$ cat src/rtl/dmem_pkg.sv
// Shared types and constants for the data-memory arbiter slice.
package dmem_pkg;

    localparam int unsigned DATA_W = 32;
    localparam int unsigned ADDR_W = 32;
    localparam int unsigned MEM_AW = 10;

    // Requester identifiers; also the bit index of each port in grant vectors
    localparam logic PORT_CPU = 1'b0;
    localparam logic PORT_DMA = 1'b1;

    typedef enum logic [1:0] {
        IDLE   = 2'd0,
        ACCESS = 2'd1,
        RESP   = 2'd2
    } state_e;

    // One requester's access fields as sampled on its grant cycle
    typedef struct packed {
        logic              we;
        logic [ADDR_W-1:0] addr;
        logic [DATA_W-1:0] wdata;
    } mem_req_t;

endpackage

$ cat src/rtl/dmem_arbiter_rr_arb2.sv
// Two-way round-robin picker: a lone requester always wins; on a tie the
// port that was not served last wins. Purely combinational.
module rr_arb2
    import dmem_pkg::*;
(
    input  logic [1:0] req_i,
    input  logic       last_i,
    output logic [1:0] gnt_c_o
);

    // One-hot grant from the request vector and the last-served port
    always_comb begin
        gnt_c_o = 2'b00;
        case (req_i)
            2'b01: gnt_c_o[PORT_CPU] = 1'b1;
            2'b10: gnt_c_o[PORT_DMA] = 1'b1;
            2'b11: begin
                if (last_i == PORT_DMA) begin
                    gnt_c_o[PORT_CPU] = 1'b1;
                end else begin
                    gnt_c_o[PORT_DMA] = 1'b1;
                end
            end
            default: gnt_c_o = 2'b00;
        endcase
    end

endmodule

$ cat src/rtl/dmem_arbiter.sv
// Two-port round-robin arbiter/sequencer in front of a single-port data
// memory. One access per three cycles: grant (IDLE), strobe (ACCESS),
// completion pulse with registered read data (RESP).
// Optional address bounds check enabled by defining DMEM_BOUNDS_CHK_EN.
module dmem_arbiter
    import dmem_pkg::*;
#(
    parameter int unsigned FIRST_PRIO = 0
) (
    input  logic              clk,
    input  logic              rst_n,

    input  logic              req0,
    input  logic              we0,
    input  logic [ADDR_W-1:0] addr0,
    input  logic [DATA_W-1:0] wdata0,
    output logic              gnt0,
    output logic              rvalid0,
    output logic [DATA_W-1:0] rdata0,

    input  logic              req1,
    input  logic              we1,
    input  logic [ADDR_W-1:0] addr1,
    input  logic [DATA_W-1:0] wdata1,
    output logic              gnt1,
    output logic              rvalid1,
    output logic [DATA_W-1:0] rdata1,

    output logic [ADDR_W-1:0] m_addr,
    output logic [DATA_W-1:0] m_wrData,
    output logic              m_wrMem,
    output logic              m_rdMem,
    input  logic [DATA_W-1:0] m_rdData,

    output logic              err
);

    state_e            state_q, state_d;
    logic              last_q, last_d;
    logic              owner_q, owner_d;
    logic              we_q, we_d;
    logic              oob_q, oob_d;
    logic [ADDR_W-1:0] m_addr_q, m_addr_d;
    logic [DATA_W-1:0] m_wrdata_q, m_wrdata_d;
    logic              m_wr_q, m_wr_d;
    logic              m_rd_q, m_rd_d;
    logic [1:0]        rvalid_q, rvalid_d;
    logic              err_q, err_d;
    logic [DATA_W-1:0] rdata0_q, rdata0_d;
    logic [DATA_W-1:0] rdata1_q, rdata1_d;

    logic [1:0]        arb_gnt_c;
    logic [1:0]        gnt_c;
    mem_req_t          port0_req_c;
    mem_req_t          port1_req_c;
    mem_req_t          sel_req_c;
    logic              sel_oob_c;

    rr_arb2 u_arb (
        .req_i   ({req1, req0}),
        .last_i  (last_q),
        .gnt_c_o (arb_gnt_c)
    );

    assign port0_req_c = '{we: we0, addr: addr0, wdata: wdata0};
    assign port1_req_c = '{we: we1, addr: addr1, wdata: wdata1};
    assign sel_req_c   = arb_gnt_c[PORT_DMA] ? port1_req_c : port0_req_c;

`ifdef DMEM_BOUNDS_CHK_EN
    // Any address bit above the memory index marks the access out of range
    assign sel_oob_c = |sel_req_c.addr[ADDR_W-1:MEM_AW];
`else
    // High address bits are ignored; the memory wraps
    assign sel_oob_c = 1'b0;
`endif

    // Next-state, latching and response decode
    always_comb begin
        state_d    = state_q;
        last_d     = last_q;
        owner_d    = owner_q;
        we_d       = we_q;
        oob_d      = oob_q;
        m_addr_d   = m_addr_q;
        m_wrdata_d = m_wrdata_q;
        m_wr_d     = 1'b0;
        m_rd_d     = 1'b0;
        rvalid_d   = 2'b00;
        err_d      = 1'b0;
        rdata0_d   = rdata0_q;
        rdata1_d   = rdata1_q;
        gnt_c      = 2'b00;

        case (state_q)
            IDLE: begin
                if (|arb_gnt_c) begin
                    gnt_c      = arb_gnt_c;
                    owner_d    = arb_gnt_c[PORT_DMA];
                    last_d     = arb_gnt_c[PORT_DMA];
                    we_d       = sel_req_c.we;
                    oob_d      = sel_oob_c;
                    m_addr_d   = sel_req_c.addr;
                    m_wrdata_d = sel_req_c.we ? sel_req_c.wdata : '0;
                    m_wr_d     = sel_req_c.we & ~sel_oob_c;
                    m_rd_d     = ~sel_req_c.we & ~sel_oob_c;
                    state_d    = ACCESS;
                end
            end

            ACCESS: begin
                // Reads capture memory data (zero when out of range); writes keep rdata
                if (!we_q) begin
                    if (owner_q == PORT_DMA) begin
                        rdata1_d = oob_q ? '0 : m_rdData;
                    end else begin
                        rdata0_d = oob_q ? '0 : m_rdData;
                    end
                end
                if (owner_q == PORT_DMA) begin
                    rvalid_d[PORT_DMA] = 1'b1;
                end else begin
                    rvalid_d[PORT_CPU] = 1'b1;
                end
                err_d   = oob_q;
                state_d = RESP;
            end

            RESP: begin
                state_d = IDLE;
            end

            default: begin
                state_d = IDLE;
            end
        endcase
    end

    // State and output registers; async reset drops strobes immediately
    always_ff @(posedge clk or negedge rst_n) begin
        if (!rst_n) begin
            state_q    <= IDLE;
            last_q     <= (FIRST_PRIO == 0) ? PORT_DMA : PORT_CPU;
            owner_q    <= PORT_CPU;
            we_q       <= 1'b0;
            oob_q      <= 1'b0;
            m_addr_q   <= '0;
            m_wrdata_q <= '0;
            m_wr_q     <= 1'b0;
            m_rd_q     <= 1'b0;
            rvalid_q   <= 2'b00;
            err_q      <= 1'b0;
            rdata0_q   <= '0;
            rdata1_q   <= '0;
        end else begin
            state_q    <= state_d;
            last_q     <= last_d;
            owner_q    <= owner_d;
            we_q       <= we_d;
            oob_q      <= oob_d;
            m_addr_q   <= m_addr_d;
            m_wrdata_q <= m_wrdata_d;
            m_wr_q     <= m_wr_d;
            m_rd_q     <= m_rd_d;
            rvalid_q   <= rvalid_d;
            err_q      <= err_d;
            rdata0_q   <= rdata0_d;
            rdata1_q   <= rdata1_d;
        end
    end

    // Grants are issued in the same cycle the request is seen
    assign gnt0     = gnt_c[PORT_CPU];
    assign gnt1     = gnt_c[PORT_DMA];
    assign rvalid0  = rvalid_q[PORT_CPU];
    assign rvalid1  = rvalid_q[PORT_DMA];
    assign rdata0   = rdata0_q;
    assign rdata1   = rdata1_q;
    assign m_addr   = m_addr_q;
    assign m_wrData = m_wrdata_q;
    assign m_wrMem  = m_wr_q;
    assign m_rdMem  = m_rd_q;
    assign err      = err_q;

endmodule

$ cat config.mk
export PLATFORM = sky130hd
export DESIGN_NAME = dmem_arbiter
export DESIGN_NICKNAME = d
export VERILOG_FILES = /design/src/rtl/dmem_pkg.sv /design/src/rtl/dmem_arbiter_rr_arb2.sv /design/src/rtl/dmem_arbiter.sv
export SDC_FILE = /design/constraint.sdc
export NUM_CORES = 1
export LEC_CHECK = 0
export CAP_MARGIN = 20
export CORE_ASPECT_RATIO = 1.25
export CORE_MARGIN = 3
export CORE_UTILIZATION = 40
export DETAILED_ROUTE_END_ITERATION = 7
export PLACE_DENSITY = 0.86
export SLEW_MARGIN = 5
export SYNTH_ARGS = -nofsm -noshare
export SYNTH_HDL_FRONTEND = slang
export SYNTH_HIERARCHICAL = 1
export SYNTH_SLANG_ARGS = --single-unit
$ cat constraint.sdc
create_clock -name clk -period 2.1 [get_ports clk]
set_clock_uncertainty 0.1 [all_clocks]
set_input_delay 0.315 -clock clk [delete_from_list [all_inputs] [get_ports clk]]
set_output_delay 0.315 -clock clk [all_outputs]
set_load 0.1 [all_outputs]
Yosys cells after proc, flatten, opt, wreduce, memory -nomap -nowiden. Index checks and enable logic that the tools add are counted.

Bits in registers: 137. Output and inout port bits: 135. Logic and storage cells: 41.

Eq/ne operators: 5. Multiplexer cells: 17. Bitwise gates (word level): 3. Reductions and logical operators: 5.

Operators with widths (count): $mux W65 (1); $mux W32 (1); $mux W1 (8); $mux W2 (4); $reduce_and A3 Y1 (2); $eq A2 B1 Y1 const B (2); $eq A2 B2 Y1 const B (2); $pmux W1 S2 (2); $pmux W2 S2 (1); $not A1 Y1 (3); $logic_not A2 Y1 (1); $ne A2 B2 Y1 const B (1); $reduce_and A2 Y1 (1); $reduce_or A2 Y1 (1).

Logic depth before layout (Yosys ltp).
Depth in word-level cells: 6. Gate-level depth with buffers: 7.

By module. The synthesis kept the hierarchy.

Modules (own cells, without submodules): dmem_arbiter (times used 1, cells an instance 375, area each 5804.3 µm², seq. area each 3429.5 µm²); rr_arb2 (times used 1, cells an instance 3, area each 18.8 µm², seq. area each 0.0 µm²).

Worst setup path before layout. Ideal clock, no wire load.

Kind: register to output. Start: reg last_q. End: out gnt1. Arrival time: 1756 ps. Required time: 1685 ps. Setup slack: -71 ps. Stages on the path, launching flop included: 6. Path buffers: 3. Cells stage by stage: dfstp_2 a21boi_0 buf_6 buf_6 buf_6 and2_1.

Longest elaborated chain between the ends: 5.

Ends and longest elaborated chain: start, declared (RTL line dmem_arbiter.sv:39) `logic last_q, last_d;`; start signal, assigned (RTL line dmem_arbiter.sv:142) `last_q <= (FIRST_PRIO == 0) ? PORT_DMA : PORT_CPU;`; start signal, assigned (RTL line dmem_arbiter.sv:156) `last_q <= last_d;`; $mux W1 * (RTL line dmem_arbiter_rr_arb2.sv:18) `if (last_i == PORT_DMA) begin`; $pmux W1 S2 * (RTL line dmem_arbiter_rr_arb2.sv:14) `case (req_i)`; named net arb_gnt_c[1] (RTL line dmem_arbiter.sv:52) `logic [1:0] arb_gnt_c;`; $reduce_or A2 Y1 (RTL line dmem_arbiter.sv:96) `if (|arb_gnt_c) begin`; $mux W2 * (RTL line dmem_arbiter.sv:96); $mux W2 * (RTL line dmem_arbiter.sv:94) `case (state_q)`; end, declared (RTL line dmem_arbiter.sv:25) `output logic gnt1,`.

Mark *: on every way through the listed nets, which the timed path passes. The rest lies on a longest branch.

Worst setup path after layout. Ends and elaborated chain as after synthesis.

==> results.cfg <==
[timing]
hold_viol = 0
fin_crit_sh_pct = 96.34
period_needed_ns = 2.023
finalMaxSlewViolations = 0
fmax_ghz = 0.4943
fin_tns_setup_ns = 0
rsz0062_at_grt = true
setup-violations-final = 0

[cells_and_area]
layout-drive-gt1-share_pct = 44.76
layout.nets = 860
n_antenna_cell = 0
fin_area_mm2 = 0.009425
synthToLayoutAreaGrowth_pct = 61.86
post-route-util_pct = 67.07

[setup_path]
cp_slowest_stage_delay_ns = 0.54
required_ns = 1.68
crit_top_cell = buf_12
timing.reg2reg.setup_slack_ns = 0.08
r2r-end = m_wrData[22]
r2r_cells = 8
critPathArrivalTime_ns = 1.61
end_kind = output pin
reg2reg_from = last_q
start_kind = register
crit_chain = buf_4 > a21boi_4 > buf_12 > and2_4 > buf_12
crit_path_top_delay_cell = dfstp_2
crit_path_max_fanout = 10
path_class = reg2out

[synthesis]
avgSynthCellArea_um2 = 15.40
syn-cell-area_mm2 = 0.005823
synth_seq_area_share_pct = 58.90
synth_cells = 378
synth_nets = 544
synth_seq_cells = 137
synth.distinct_cells = 26
ys_warn_count = 6

[global_routing]
grt_first_pass_wirelength_um = 25590
track_usage_pct = 20.68
globalRouteOverflowTotal = 0
grt_antenna_before_repair = 0
first_global_vias = 4839
grt_max_degree = 62

[flow_run]
drv_cap = 0

[clocking]
path_clk_slew_ns = 0.06
cts.sinks = 137
clock_path_buffers = 2
htreeDepth = 4
numCtsBuffers = 17
cts_tree = built
clkLatencyLatePin_ns = 0.40
clockRootBuffer = clkbuf_16

[die]
pin_count = 301
fp.coreArea_mm2 = 0.01405
die_h_um = 140.9
dieArea_mm2 = 0.01605
die_w_um = 113.9
start_util_pct = 41.44
num_rows = 48

[worst_hold_path]
hold_path.class = in2async

[placement]
dpl_cell_area_mm2 = 0.008806
gp_congestion = 0.7512
dpl.hpwl_um = 12890
place.port_buffers = 299

[route]
first_pass_iters = 4
wl_per_cell_um = 19.13
vias = 4359
vias_per_cell = 4.948
drt_iter0_drc = 142
ant_nets = 0
drt_wl_total_um = 16860
drc = 0

[status]
run_status = finished clean
==> cell usage after synthesis <==
cell,n,area [µm²]
conb_1,1,3.750
nor3_2,1,10.01
mux2_2,121,1363
a21boi_1,1,7.510
mux2_1,9,101.4
dfstp_2,1,26.28
nor2_2,1,6.260
o2bb2ai_1,32,280.3
a21boi_0,1,7.510
clkbuf_1,3,11.26
mux2i_1,32,320.3
dfrtp_1,136,3403
nand2_1,1,3.750
inv_1,4,15.01
a21o_1,2,15.01
o21ai_1,1,5.000
nor3b_4,1,18.77
buf_2,5,25.02
nand2b_4,1,13.76
buf_6,3,33.78
nor2_1,2,7.510
o21ai_4,1,16.27
buf_4,13,97.59
inv_2,1,3.750
and3b_1,1,8.760
and2_1,3,18.77
==> metal layers <==
metal / GRT usage (%) / vias up / share of wire, %
met3: 6.312 / 31 / 8.1
met4: 9.068 / 0 / 2.6
li1: - / 2016 / -
met5: 0 / - / 0
met2: 37.98 / 184 / 55
met1: 21.48 / 2128 / 34
==> how the worst max path moves through the flow <==
stage                       from            to  slack (ns)
after floorplan           last_q          gnt0        0.13
after global placement      req1     m_addr[1]       -0.05
after detailed placement    req1     m_addr[1]       -0.10
after CTS                 last_q          gnt0       0.009
after global routing      last_q  m_wrData[24]      -0.003
final                     last_q          gnt1        0.08
==> through the flow <==
stage,hold slack (ns),std cells,setup WS (ns)
5_1_grt,0.2362,881,-0.003487
6_report,0.2370,881,0.07686
4_1_cts,0.2255,879,0.009276
3_5_place_dp,0.08342,843,-0.1036
3_3_place_gp,0.07698,843,-0.05258
2_1_floorplan,-0.08059,378,0.1312
==> area by class of cell <==
cell class,count,area [µm²]
Tap cell,175,219.0
Clock buffer,23,457.9
Multi-Input combinational cell,212,2237
Sequential cell,137,3430
Inverter,5,18.77
Fill cell,1029,4628
Timing Repair Buffer,321,2989
Clock inverter,8,73.82
==> worst max-delay path: cells and delay by family (launching register included) <==
family | cells | cell delay, ns
simple gates | 1 | 0.15
buf+inv | 3 | 0.44
compound gates | 1 | 0.06
flops | 1 | 0.54
==> logic make-up (layout without fill, tap and decap cells) <==
group / count (synthesis) / after routing / synth area share (%)
muxes: 162 / 162 / 30.64
DFF: 137 / 137 / 58.90
AOI/OAI and AO/OA: 38 / 38 / 5.694
buffers and inverters: 29 / 357 / 3.201
and+or+nand+nor: 11 / 11 / 1.504
other: 1 / 1 / 0.06440
==> flip-flops by register name, indices dropped and copies added (netlist names) <==
| name | flops |
|---|---|
| rdata1 | 32 |
| m_rdMem | 1 |
| state_q | 2 |
| m_wrMem | 1 |
| m_wrData | 32 |
| owner_q | 1 |
| we_q | 1 |
| m_addr | 32 |
| last_q | 1 |
| rdata0 | 32 |
| rvalid_q | 2 |
==> timing repair <==
item / in CTS / in global routing
gates resized for setup: 3 / 1
endpoints found under the hold margin: 120 / 0
setup endpoints to repair: 1 / 3
pin swaps: 1 / 1
cloned: 1 / 0
buffers inserted: 3 / 2
hold buffers: 1 / 0
==> layout by cell type, fill, tap and decap left out, types with 3 or more instances in the layout <==
cell type        count
clkdlybuf4s50_1    164
buf_4              143
dfrtp_1            136
mux2_2             121
mux2i_1             32
o2bb2ai_1           32
clkbuf_16           17
buf_12              11
mux2_1               9
clkbuf_1             5
clkinv_2             4
inv_1                3
Power is left out: the tool's default activity adds up to more than one toggle a clock period on the data nets, which glitch-free logic cannot reach.
